===== src/rtl/controlador_baterias_if.sv =====
// Signal bundle between the battery charge sensors / manual request and the
// dual load-switch controller. The master side drives charges and requests.
interface controlador_baterias_if;
    logic [3:0] carga_bateria1;
    logic [3:0] carga_bateria2;
    logic       forzar_cambio;
    logic       habilitar_bateria1;
    logic       habilitar_bateria2;
    logic       bateria_activa;
    logic       conmutando;
    logic       alarma_sin_carga;
    logic [7:0] num_conmutaciones;
    logic [2:0] estado_dbg;

    modport master (
        output carga_bateria1, carga_bateria2, forzar_cambio,
        input  habilitar_bateria1, habilitar_bateria2, bateria_activa,
               conmutando, alarma_sin_carga, num_conmutaciones, estado_dbg
    );

    modport slave (
        input  carga_bateria1, carga_bateria2, forzar_cambio,
        output habilitar_bateria1, habilitar_bateria2, bateria_activa,
               conmutando, alarma_sin_carga, num_conmutaciones, estado_dbg
    );
endinterface


===== src/rtl/controlador_baterias.sv =====
// Two-battery load selector: filtered low-charge detection with hysteresis and
// break-before-make switching through a programmable dead time.
module controlador_baterias #(
    parameter int UMBRAL_BAJO   = 2,
    parameter int HISTERESIS    = 2,
    parameter int CICLOS_FILTRO = 4,
    parameter int TIEMPO_MUERTO = 3
) (
    input logic                   clk,
    input logic                   rst,
    controlador_baterias_if.slave bus
);

    localparam int FW      = $clog2(CICLOS_FILTRO + 1);
    localparam int MAX_CNT = (CICLOS_FILTRO > TIEMPO_MUERTO) ? CICLOS_FILTRO : TIEMPO_MUERTO;
    localparam int CW      = $clog2(MAX_CNT + 1);

    localparam logic [3:0]    UMBRAL     = 4'(UMBRAL_BAJO);
    localparam logic [3:0]    RECUPERA   = 4'(UMBRAL_BAJO + HISTERESIS);
    localparam logic [FW-1:0] FILTRO_MAX = FW'(CICLOS_FILTRO);
    localparam logic [FW-1:0] FILTRO_SET = FW'(CICLOS_FILTRO - 1);
    localparam logic [CW-1:0] FIN_REPOSO = CW'(CICLOS_FILTRO);
    localparam logic [CW-1:0] FIN_MUERTO = CW'(TIEMPO_MUERTO - 1);

    typedef enum logic [2:0] {
        REPOSO    = 3'd0,
        ACTIVA_B1 = 3'd1,
        ACTIVA_B2 = 3'd2,
        MUERTO    = 3'd3,
        SIN_CARGA = 3'd4
    } estado_t;

    logic [3:0]    carga    [2];
    logic [FW-1:0] cnt_bajo [2];
    logic [1:0]    bajo;

    logic forzar_q, forzar_prev, pulso;

    estado_t       estado, estado_sig;
    logic          destino, destino_sig;
    logic [CW-1:0] cnt_tiempo, cnt_tiempo_sig;
    logic          bateria_activa_q;
    logic [7:0]    num_q;
    logic          cambia;

    assign carga[0] = bus.carga_bateria1;
    assign carga[1] = bus.carga_bateria2;

    // Low filter: the saturating counter counts consecutive low samples; between
    // the low threshold and the recovery level the flag simply holds.
    always_ff @(posedge clk or posedge rst) begin
        if (rst) begin
            for (int i = 0; i < 2; i++) cnt_bajo[i] <= '0;
            bajo <= '0;
        end else begin
            for (int i = 0; i < 2; i++) begin
                if (carga[i] <= UMBRAL) begin
                    if (cnt_bajo[i] != FILTRO_MAX) cnt_bajo[i] <= cnt_bajo[i] + FW'(1);
                    if (cnt_bajo[i] == FILTRO_SET) bajo[i] <= 1'b1;
                end else begin
                    cnt_bajo[i] <= '0;
                    if (carga[i] >= RECUPERA) bajo[i] <= 1'b0;
                end
            end
        end
    end

    // The request is registered, then the edge pulse itself is registered too,
    // so the FSM reacts on the second clock after forzar_cambio rises.
    always_ff @(posedge clk or posedge rst) begin
        if (rst) begin
            forzar_q    <= 1'b0;
            forzar_prev <= 1'b0;
            pulso       <= 1'b0;
        end else begin
            forzar_q    <= bus.forzar_cambio;
            forzar_prev <= forzar_q;
            pulso       <= forzar_q & ~forzar_prev;
        end
    end

    always_ff @(posedge clk or posedge rst) begin
        if (rst) begin
            estado           <= REPOSO;
            destino          <= 1'b0;
            cnt_tiempo       <= '0;
            bateria_activa_q <= 1'b0;
            num_q            <= 8'd0;
        end else begin
            estado     <= estado_sig;
            destino    <= destino_sig;
            cnt_tiempo <= cnt_tiempo_sig;
            if (cambia) begin
                bateria_activa_q <= (estado_sig == ACTIVA_B2);
                if (num_q != 8'hFF) num_q <= num_q + 8'd1;
            end
        end
    end

    always_comb begin
        estado_sig     = estado;
        destino_sig    = destino;
        cnt_tiempo_sig = cnt_tiempo;
        case (estado)
            REPOSO: begin
                if (cnt_tiempo == FIN_REPOSO) begin
                    cnt_tiempo_sig = '0;
                    if (!bajo[0])      estado_sig = ACTIVA_B1;
                    else if (!bajo[1]) estado_sig = ACTIVA_B2;
                    else               estado_sig = SIN_CARGA;
                end else begin
                    cnt_tiempo_sig = cnt_tiempo + CW'(1);
                end
            end
            ACTIVA_B1: begin
                if (bajo[0] && bajo[1]) begin
                    estado_sig = SIN_CARGA;
                end else if ((bajo[0] || pulso) && !bajo[1]) begin
                    estado_sig     = MUERTO;
                    destino_sig    = 1'b1;
                    cnt_tiempo_sig = '0;
                end
            end
            ACTIVA_B2: begin
                if (bajo[0] && bajo[1]) begin
                    estado_sig = SIN_CARGA;
                end else if ((bajo[1] || pulso) && !bajo[0]) begin
                    estado_sig     = MUERTO;
                    destino_sig    = 1'b0;
                    cnt_tiempo_sig = '0;
                end
            end
            MUERTO: begin
                if (cnt_tiempo == FIN_MUERTO) begin
                    cnt_tiempo_sig = '0;
                    // Fall back to the other battery if the target went low meanwhile.
                    if (destino == 1'b0) begin
                        if (!bajo[0])      estado_sig = ACTIVA_B1;
                        else if (!bajo[1]) estado_sig = ACTIVA_B2;
                        else               estado_sig = SIN_CARGA;
                    end else begin
                        if (!bajo[1])      estado_sig = ACTIVA_B2;
                        else if (!bajo[0]) estado_sig = ACTIVA_B1;
                        else               estado_sig = SIN_CARGA;
                    end
                end else begin
                    cnt_tiempo_sig = cnt_tiempo + CW'(1);
                end
            end
            SIN_CARGA: begin
                if (!bajo[0])      estado_sig = ACTIVA_B1;
                else if (!bajo[1]) estado_sig = ACTIVA_B2;
            end
            default: estado_sig = REPOSO;
        endcase
    end

    assign cambia = ((estado_sig == ACTIVA_B1) &&  bateria_activa_q) ||
                    ((estado_sig == ACTIVA_B2) && !bateria_activa_q);

    // Moore outputs decoded straight from the state register.
    assign bus.habilitar_bateria1 = (estado == ACTIVA_B1);
    assign bus.habilitar_bateria2 = (estado == ACTIVA_B2);
    assign bus.conmutando         = (estado == MUERTO);
    assign bus.alarma_sin_carga   = (estado == SIN_CARGA);
    assign bus.bateria_activa     = bateria_activa_q;
    assign bus.num_conmutaciones  = num_q;
    assign bus.estado_dbg         = estado;

endmodule


===== src/flat_wrapper.sv =====
// flat-port wrapper written by rule: the top's interface ports become plain ports
module controlador_baterias_flat 
#(
    parameter int UMBRAL_BAJO   = 2,
    parameter int HISTERESIS    = 2,
    parameter int CICLOS_FILTRO = 4,
    parameter int TIEMPO_MUERTO = 3
)
  (clk, rst, bus_carga_bateria1, bus_carga_bateria2, bus_forzar_cambio, bus_habilitar_bateria1, bus_habilitar_bateria2, bus_bateria_activa, bus_conmutando, bus_alarma_sin_carga, bus_num_conmutaciones, bus_estado_dbg);
  controlador_baterias_if bus_i ();
  input logic clk;
  input logic rst;
  input wire logic [$bits(bus_i.carga_bateria1)-1:0] bus_carga_bateria1;
  input wire logic [$bits(bus_i.carga_bateria2)-1:0] bus_carga_bateria2;
  input wire logic [$bits(bus_i.forzar_cambio)-1:0] bus_forzar_cambio;
  output wire logic [$bits(bus_i.habilitar_bateria1)-1:0] bus_habilitar_bateria1;
  output wire logic [$bits(bus_i.habilitar_bateria2)-1:0] bus_habilitar_bateria2;
  output wire logic [$bits(bus_i.bateria_activa)-1:0] bus_bateria_activa;
  output wire logic [$bits(bus_i.conmutando)-1:0] bus_conmutando;
  output wire logic [$bits(bus_i.alarma_sin_carga)-1:0] bus_alarma_sin_carga;
  output wire logic [$bits(bus_i.num_conmutaciones)-1:0] bus_num_conmutaciones;
  output wire logic [$bits(bus_i.estado_dbg)-1:0] bus_estado_dbg;
  assign bus_i.carga_bateria1 = bus_carga_bateria1;
  assign bus_i.carga_bateria2 = bus_carga_bateria2;
  assign bus_i.forzar_cambio = bus_forzar_cambio;
  assign bus_habilitar_bateria1 = bus_i.habilitar_bateria1;
  assign bus_habilitar_bateria2 = bus_i.habilitar_bateria2;
  assign bus_bateria_activa = bus_i.bateria_activa;
  assign bus_conmutando = bus_i.conmutando;
  assign bus_alarma_sin_carga = bus_i.alarma_sin_carga;
  assign bus_num_conmutaciones = bus_i.num_conmutaciones;
  assign bus_estado_dbg = bus_i.estado_dbg;
  controlador_baterias #(.UMBRAL_BAJO(UMBRAL_BAJO), .HISTERESIS(HISTERESIS), .CICLOS_FILTRO(CICLOS_FILTRO), .TIEMPO_MUERTO(TIEMPO_MUERTO)) u_core (.clk(clk), .rst(rst), .bus(bus_i));
endmodule

===== config.mk =====
export PLATFORM = sky130hd
export DESIGN_NAME = controlador_baterias_flat
export DESIGN_NICKNAME = d
export VERILOG_FILES = /design/src/rtl/controlador_baterias_if.sv /design/src/rtl/controlador_baterias.sv /design/src/flat_wrapper.sv
export SDC_FILE = /design/constraint.sdc
export NUM_CORES = 1
export LEC_CHECK = 0
export BUFFER_PORTS_ARGS = -buffer_cell sky130_fd_sc_hd__buf_2
export CORE_MARGIN = 3
export CORE_UTILIZATION = 50
export DETAILED_ROUTE_END_ITERATION = 12
export PLACE_DENSITY = 0.87
export SLEW_MARGIN = 30
export SYNTH_ARGS = -nofsm -noshare
export SYNTH_HDL_FRONTEND = slang
export SYNTH_SLANG_ARGS = --single-unit

===== constraint.sdc =====
create_clock -name clk -period 2.1 [get_ports clk]
set_clock_uncertainty 0.15 [all_clocks]
set_input_delay 0.105 -clock clk [delete_from_list [all_inputs] [get_ports clk]]
set_output_delay 0.105 -clock clk [all_outputs]
set_load 0.02 [all_outputs]

# Word-level counts from Yosys, hierarchy flattened
# Cells that the tools add are included.
# totals
regBits,27
input_bits,11
wordCells,100
# op_classes
n_eq_ne,21
add_sub_neg,4
reduce_logical,21
order_cmp,4
n_mux,36
bitwise_logic,2
# op_table
cell,count
two-way mux 3 bit,23
equality test 3 x 2 -> 1 bit (second input constant),6
case mux 3 bit (5 select lines),1
inequality test 2 bit (second input constant),6
case mux 3 bit (4 select lines),1
two-way mux 1 bit,10
AND reduction 5 bit,2
adder 3 x 1 -> 3 bit (second input constant),3
adder 8 x 1 -> 8 bit (second input constant),1
greater-or-equal comparator 4 x 3 -> 1 bit (second input constant),2
<= comparator 4 x 2 -> 1 bit (second input constant),2
inequality test 8 bit (second input constant),1
equality test 3 x 1 -> 1 bit (second input constant),2
equality test 3 bit (second input constant),2
inequality test 3 bit (second input constant),2
AND reduction 2 bit,3
nonzero test 2 bit,3
logical AND 1 bit,5
inequality test 2 x 1 -> 1 bit (second input constant),2
nonzero test 4 bit,1
zero test 1 bit,3
zero test 3 bit,1
logical OR 1 bit,3
case mux 1 bit (2 select lines),1
other kinds (2),2

# Depth between registers and ports, before layout
# Gate-level depths: netlist of the first run.
# depth
ltp_word,9
mapped_depth,9

# Worst setup path after synthesis of the first run
# Ideal clock, no wire load.
# synth_path
path_kind,register to register
from,register u_core.estado[2] (netlist: u_core.bus.estado_dbg[2])
to,register u_core.num_q[1] (netlist: u_core.bus.num_conmutaciones[1])
t_arrival_ns,2.118
stages_incl_launch_ff,9
setup_time_ns,0.128
path_buffers,1
synth_period_minus_slack_ns,2.395
path_slack_ns,-0.295
t_required_ns,1.822
cell_sequence,dfrtp_1 > buf_6 > nand2b_4 > nor2_4 > a21oi_1 > and2_1 > o31ai_4 > and2_1 > mux2_1
# synth_between
elab_cells_between_ends,20
cone_classes,eq/ne (6); mux (9); reduce/logical (5)
# synth_rtl
element,line,rtl
"start, declared",controlador_baterias.sv:39,"estado_t estado, estado_sig;"
"start signal, assigned",controlador_baterias.sv:90,estado <= estado_sig;
equality test 3 x 2 -> 1 bit *,-,
named net bus_conmutando,flat_wrapper.sv:19,output wire logic [$bits(bus_i.conmutando)-1:0] bus_conmutando;
case mux 3 bit (5 select lines) *,controlador_baterias.sv:104,case (estado)
equality test 3 x 1 -> 1 bit or equality test 3 x 2 -> 1 bit (tied branches),"controlador_baterias.sv:158, controlador_baterias.sv:159",
logical AND 1 bit (on tied branches),"controlador_baterias.sv:158, controlador_baterias.sv:159",
logical OR 1 bit *,controlador_baterias.sv:158,assign cambia = ((estado_sig == ACTIVA_B1) && bateria_activa_q) ||
AND reduction 2 bit (no line) *,-,
"end signal, assigned",controlador_baterias.sv:95,if (num_q != 8'hFF) num_q <= num_q + 8'd1;
"end, declared",controlador_baterias.sv:43,logic [7:0] num_q;
# Mark *: on every way through the listed nets, which the timed path passes. The rest lies on a longest branch.
# A chain may end at the register's enable or synchronous reset.

# Final worst setup path of the first run
# layout_path
from,register u_core.cnt_tiempo[1]
to,register u_core.num_q[6] (netlist: u_core.bus.num_conmutaciones[6])
# layout_between
elab_chain_len,7
elab_cells_between_ends,11
cone_classes,eq/ne (4); mux (3); reduce/logical (4)
# layout_lines
element,line,rtl
"start, declared",controlador_baterias.sv:41,"logic [CW-1:0] cnt_tiempo, cnt_tiempo_sig;"
"start signal, assigned",controlador_baterias.sv:92,cnt_tiempo <= cnt_tiempo_sig;
equality test 3 x 2 -> 1 bit or equality test 3 bit (tied branches),"controlador_baterias.sv:134, controlador_baterias.sv:106",
two-way mux 3 bit (on tied branches),"controlador_baterias.sv:134, controlador_baterias.sv:106",
case mux 3 bit (5 select lines) *,controlador_baterias.sv:104,
named net u_core.estado_sig[1],controlador_baterias.sv:39,
equality test 3 x 1 -> 1 bit or equality test 3 x 2 -> 1 bit (tied branches),"controlador_baterias.sv:158, controlador_baterias.sv:159",
logical AND 1 bit (on tied branches),"controlador_baterias.sv:158, controlador_baterias.sv:159",
logical OR 1 bit *,controlador_baterias.sv:158,
AND reduction 2 bit (no line) *,-,
# Marked as above.

==> run metrics, run 1 <==
outcome finished with violations; failing checks negative setup slack; critical path arrival approximately 2.5 ns; Clock Root Buffer clkbuf_4; initial core utilization 0.550; Yosys reg bits 27; HP Class input pin to asynchronous set/reset pin; Worst Path Max Fanout 3; maximum vdd ir drop 0.832 mV; Compound-Gate Fraction of Synth Area 0.126; Setup TNS -1.70 ns; Synth async-reset ratio 1.00; kind of cell adding the most delay to the critical path simple AND/OR/NAND/NOR gates; Setup-failing EPs final 8; Longest Clk Path Bufs 2; Total GRT Usage 0.213; Synth area leaders dfrtp_1 42%, ha_1 7.8%, inv_1 3.5%, nor2_1 3.5%, xnor2_1 3.3%; worst setup margin -0.276 ns; slowest CP cell dfrtp_1; Final Max Slew Viols 0; row count 19; sequential area share after synthesis 0.424; Worst Hold Slack between 0.2 and 0.25 ns; H-Tree Depth 1; fin crit period approximately 2.4 ns; PwrDens ~1300 nW/um^2; CP most frequent cell nand4_4; Yosys cell types 40; clk slew on worst S/H paths ~0.15 ns; worst path cell trace inv_1, ha_2, a21oi_4, nor4bb_4, a211o_4, nand4_4, o31ai_4, buf_6, nand4_4, mux2_4; max_slew headroom 0.564; Bufs and invs on worst path 2; wire length of the first global-routing pass 6.70 mm; dominant cell type by area after synthesis dfrtp_1; Area after DPL 1950 sq um; share of the synthesized area in the top cell type 0.424; DR pass1 iterations 4; Post-Layout Cell Count around 270; placed insts 250; I/O Buffers 26; vias in the first global route around 1500; Fin. Hold Viols 0; TritonCTS clock tree done; post-synthesis cell area approximately 1600 sq um; die area 3900 sq um; cells after synthesis 160; largest family of logic cells by synthesized area simple AND/OR/NAND/NOR gates; Setup crit end kind flop; Mapped Avg Cell Area between 9 and 10 sq um; initial DRC count 97; Vias per Instance about 5.3; count leader, synth dfrtp_1; EDFF count, synth 0; routability-driven placement congestion ratio ~0.8; max incr delay on CP about 0.46 ns; clk sinks 27; largest net degree at the start of global routing 18; Num CTS Buffers 3; simple-gate share of the synthesized area 0.221; post-synthesis xor/xnor area fraction 0.0385; Ys Warns 0; wire length per cell between 15 and 20 um; Core Region 2900 sq um; Antenna Cells 0; DR DRC count 0; WL final roughly 4.3 mm; Max Cap Viol 0; final instance area around 2300 sq um; Fillers roughly 210; Critical Path Start Type flop; antenna violations before repair 0; Top FF cell, synth dfrtp_1; Adder-Cell Fraction of Synth Area 0.0848; die width 62.5 um; fin nets 254; overall power approximately 0.0028 W; total leakage power between 1 and 1.5 nW; via count around 1500; grt total ovfl 0; RSZ-0062 raised after global routing true; FMAX 421 MHz; CP Class flop to flop; Worst-Margin Slew around 0.65 ns; synth-to-layout area growth 41.8%; num ports 27; layout cell share with drive strength beyond 1 0.431; CP required around 2.2 ns; top cells by count, synth 27 x dfrtp_1, 15 x inv_1, 15 x nor2_1; Post-DP HPWL between 2 and 3 mm; multiplexer share of the synthesized area 0.0369; Final ANT Viol Nets 0; period utilization 1.13; Die Span Y between 60 and 70 um; insertion delay to the later sink of the worst-skew pair 0.34 ns; Synth Net Count around 180
## final cells by class
| cell class | count | area (sq um) | area share |
|---|---|---|---|
| multi-input cells | 112 | 916 | 0.405 |
| flip-flops and latches | 27 | 682 | 0.302 |
| repair buffers | 73 | 519 | 0.230 |
| inverters | 16 | 60.1 | 0.0266 |
| well taps | 42 | 52.6 | 0.0233 |
| clock buffers | 3 | 22.5 | 0.00997 |
| clock inverters | 1 | 7.51 | 0.00332 |
## cells by family after synthesis
family | Yosys count
muxes | 5
and+or+nand+nor | 61
buffers and inverters | 21
DFF | 27
xor gates and xnor gates | 7
AOI/OAI and AO/OA | 28
adders and majority gates | 11
## layout by cell type (no fill, tap or decap), types with 3 or more instances in the layout
cell           count
o21ai_0            4
nand2b_1           3
a21oi_1            8
and3_1             3
o21bai_1           3
nand3_1            5
ha_1               8
nor2_1            15
buf_4             34
buf_2             26
dfrtp_1           22
dlygate4sd3_1     10
inv_1             14
nand2_1           12
xnor2_1            6
buf_6              3
dfrtp_2            5
nor3_1             3
clkbuf_4           3
mux2_4             3
## where the power goes
group / leakage (nW) / internal, W / switching (W)
clock: 0.0139 / 0.0000732 / 0.000161
sequential: 0.340 / 0.000641 / 0.000160
combinational: 0.729 / 0.000908 / 0.000903
total: 1.08 / 0.00162 / 0.00122
## metrics by stage
step            util  setup slack (ns)
3_5_place_dp   0.673            -0.260
5_1_grt        0.779            -0.374
3_3_place_gp   0.673            -0.178
2_1_floorplan      -            -0.171
4_1_cts        0.749            -0.149
6_report       0.779            -0.276
## flip-flops by register name (all words and copies together) (netlist names)
register,cells
u_core.bus.num_conmutaciones,8
u_core.cnt_bajo,6
u_core.bus.estado_dbg,3
u_core.cnt_tiempo,3
u_core.bajo,2
u_core.bus.bateria_activa,1
u_core.destino,1
u_core.forzar_prev,1
u_core.forzar_q,1
u_core.pulso,1
## layer usage
metal  up-vias  share of wire  wire (um)  global-route usage
met5         -              0          0                   0
met4         0          0.036        157               0.102
li1        685              -          -                   -
met2        61           0.52       2260               0.375
met3        22          0.051        221              0.0468
met1       690           0.39       1700               0.242
## worst min-delay path: cells and delay by family
kind,cells,cell delay [ns]
buf+inv,3,1.13
## final timing paths
kind | startpoint | end | slack [ns] | cells after the start
min | rst | u_core.bus.num_conmutaciones[3]$_DFFE_PP0P_ | 0.23 | 3
min in group clk | u_core.forzar_q$_DFF_PP0_ | u_core.forzar_prev$_DFF_PP0_ | 0.24 | 0
max in group asynchronous | rst | u_core.bajo[1]$_DFFE_PP0P_ | 0.95 | 4
min reg2reg | u_core.forzar_q$_DFF_PP0_ | u_core.forzar_prev$_DFF_PP0_ | 0.24 | 0
max | u_core.cnt_tiempo[1]$_DFFE_PP0P_ | u_core.bus.num_conmutaciones[6]$_DFFE_PP0P_ | -0.28 | 10
max reg2reg | u_core.cnt_tiempo[1]$_DFFE_PP0P_ | u_core.bus.num_conmutaciones[6]$_DFFE_PP0P_ | -0.28 | 10
## repair_timing
action	CTS	global route
endpoints found under the hold margin	25	0
setup endpoints to repair	8	11
gates resized for setup	11	13
setup buffers	7	3
cloned	0	0
hold buffers	10	0
pin swaps	5	4
Power figures use the tool's default switching activity.
==> run 2: changes to the inputs <==
- CORE_MARGIN: 3 -> unset
- RECOVER_POWER: unset -> 50
- SETUP_SLACK_MARGIN: unset -> 0.3
==> run metrics, run 2 (synthesis results as in run 1) <==
kind of cell adding the most delay to the critical path buffers and inverters; initial DRC count 90; WL final roughly 4.6 mm; post-layout util 0.775; total leakage power around 1.1 nW; wire length of the first global-routing pass between 6 and 7 mm; Worst Hold Slack 0.241 ns; die width approximately 60 um; Vias per Instance around 5.3; outcome finished with violations; Worst Path Max Fanout 4; Clock Root Buffer clkbuf_4; wire length per cell roughly 16 um; final instance area 2350 sq um; initial core utilization 0.526; slowest CP cell dfrtp_1; Final Max Slew Viols 0; Num CTS Buffers 3; HP Class input pin to asynchronous set/reset pin; max incr delay on CP approximately 0.41 ns; H-Tree Depth 1; Critical Path Start Type flop; fin crit period around 2.3 ns; Critical Path Start u_core.cnt_tiempo[1]$_DFFE_PP0P_; max_slew headroom 0.555; worst setup margin -0.243 ns; Fin. Hold Viols 0; worst path cell trace buf_6, ha_4, nor2b_4, buf_6, o21ai_4, a21oi_2, buf_4, buf_6, nand4_4, o31ai_4, buf_6, nand4_4, mux2_4; Total GRT Usage 0.260; Post-DP HPWL between 2 and 3 mm; max FFs per register 8; TritonCTS clock tree done; Longest Clk Path Bufs 2; Bufs and invs on worst path 5; num ports 27; Fillers 181; DR DRC count 0; Area after DPL between 1500 and 2000 sq um; failing checks negative setup slack; synth-to-layout area growth 47.2%; RSZ-0062 raised after global routing true; placed insts approximately 250; I/O Buffers 26; insertion delay to the later sink of the worst-skew pair 0.34 ns; maximum vdd ir drop roughly 0.76 mV; Setup-failing EPs final 8; CP most frequent cell buf_6; routability-driven placement congestion ratio just under 0.9; critical path arrival 2.44 ns; row count 20; die area ~3400 sq um; layout cell share with drive strength beyond 1 0.426; Worst-Margin Slew 0.667 ns; most common cell after layout, fill and taps aside buf_4; Core Region 3030 sq um; grt total ovfl 0; Reg2Reg Launch Point u_core.cnt_tiempo[1]$_DFFE_PP0P_; Die Span Y about 58 um; DR pass1 iterations 4; PwrDens roughly 1300 nW/um^2; largest net degree at the start of global routing 19; Final ANT Viol Nets 0; fin nets approximately 260; Max Cap Viol 0; Post-Layout Cell Count approximately 280; period utilization 1.12; CP Class flop to flop; most frequent cells in the layout 33 x buf_4, 22 x dfrtp_1, 20 x buf_2; CP required about 2.2 ns; FMAX 427 MHz; antenna violations before repair 0; vias in the first global route ~1400; clk sinks 27; via count 1502; Antenna Cells 0; Setup crit end kind flop; clk slew on worst S/H paths ~0.15 ns
==> run 2: cell types whose count changed in the layout (fill, tap and decap cells not counted), sizes merged <==
cell	previous run	this run
buf	63	60
clkbuf	3	9
dlygate4sd3	10	12
==> run 2: final timing paths <==
check | depth (start not counted) | end | slack, ns
worst max-delay path | 13 | u_core.bus.num_conmutaciones[6]$_DFFE_PP0P_ | -0.24
worst min-delay path | 3 | u_core.forzar_q$_DFF_PP0_ | 0.24
worst max register to register | 13 | u_core.bus.num_conmutaciones[6]$_DFFE_PP0P_ | -0.24
worst min register to register | 0 | u_core.forzar_prev$_DFF_PP0_ | 0.24
max in group asynchronous | 4 | u_core.bajo[0]$_DFFE_PP0P_ | 0.60
min in group clk | 0 | u_core.forzar_prev$_DFF_PP0_ | 0.24
==> run 2: what timing repair did <==
action                                 in CTS  in global routing
pin swaps                                  10                 10
setup endpoints to repair                  12                 13
gates resized for setup                    25                 12
buffers inserted                           10                  2
hold buffers                               12                  0
endpoints found under the hold margin      26                  0
cloned                                      0                  0
==> run 2: through the flow <==
stage	setup TNS (ns)	setup WS (ns)	total power (W)
2_1_floorplan	-0.370	-0.170	0.00170
3_3_place_gp	-0.723	-0.211	0.00218
3_5_place_dp	-1.20	-0.274	0.00223
4_1_cts	-0.741	-0.182	0.00278
5_1_grt	-2.19	-0.326	0.00317
6_report	-1.41	-0.243	0.00304
==> run 2: power breakdown <==
group          switching [W]  leakage, nW  internal [W]  total (W)
logic                0.00101        0.740       0.00100    0.00201
clock network       0.000167       0.0139     0.0000731   0.000241
registers           0.000152        0.340      0.000641   0.000793
total                0.00133         1.09       0.00171    0.00304
==> run 2: cell type report <==
class	instances	area (sq um)	area share
Clock buffer	3	22.5	0.00960
Clock inverter	1	7.51	0.00320
Inverter	16	62.6	0.0267
Multi-Input combinational cell	112	947	0.404
Sequential cell	27	682	0.291
Tap cell	44	55.1	0.0235
Timing Repair Buffer	78	569	0.243
==> run 2: worst register-to-register path: cells and delay by family (launching register included) <==
family	cells	cell delay, ns
AND/OR/NAND/NOR	3	0.31
adder cells (fa/ha/maj)	1	0.12
buffers and inverters	5	0.62
multiplexers	1	0.31
flip-flops	1	0.41
AO/OA/AOI/OAI	3	0.33
==> run 2: routing by layer <==
metal,global-route usage,vias up,part of all wire
li1,-,690,-
met1,0.322,735,0.42
met2,0.445,63,0.50
met3,0.0484,14,0.048
met4,0.112,0,0.023
met5,0,-,0
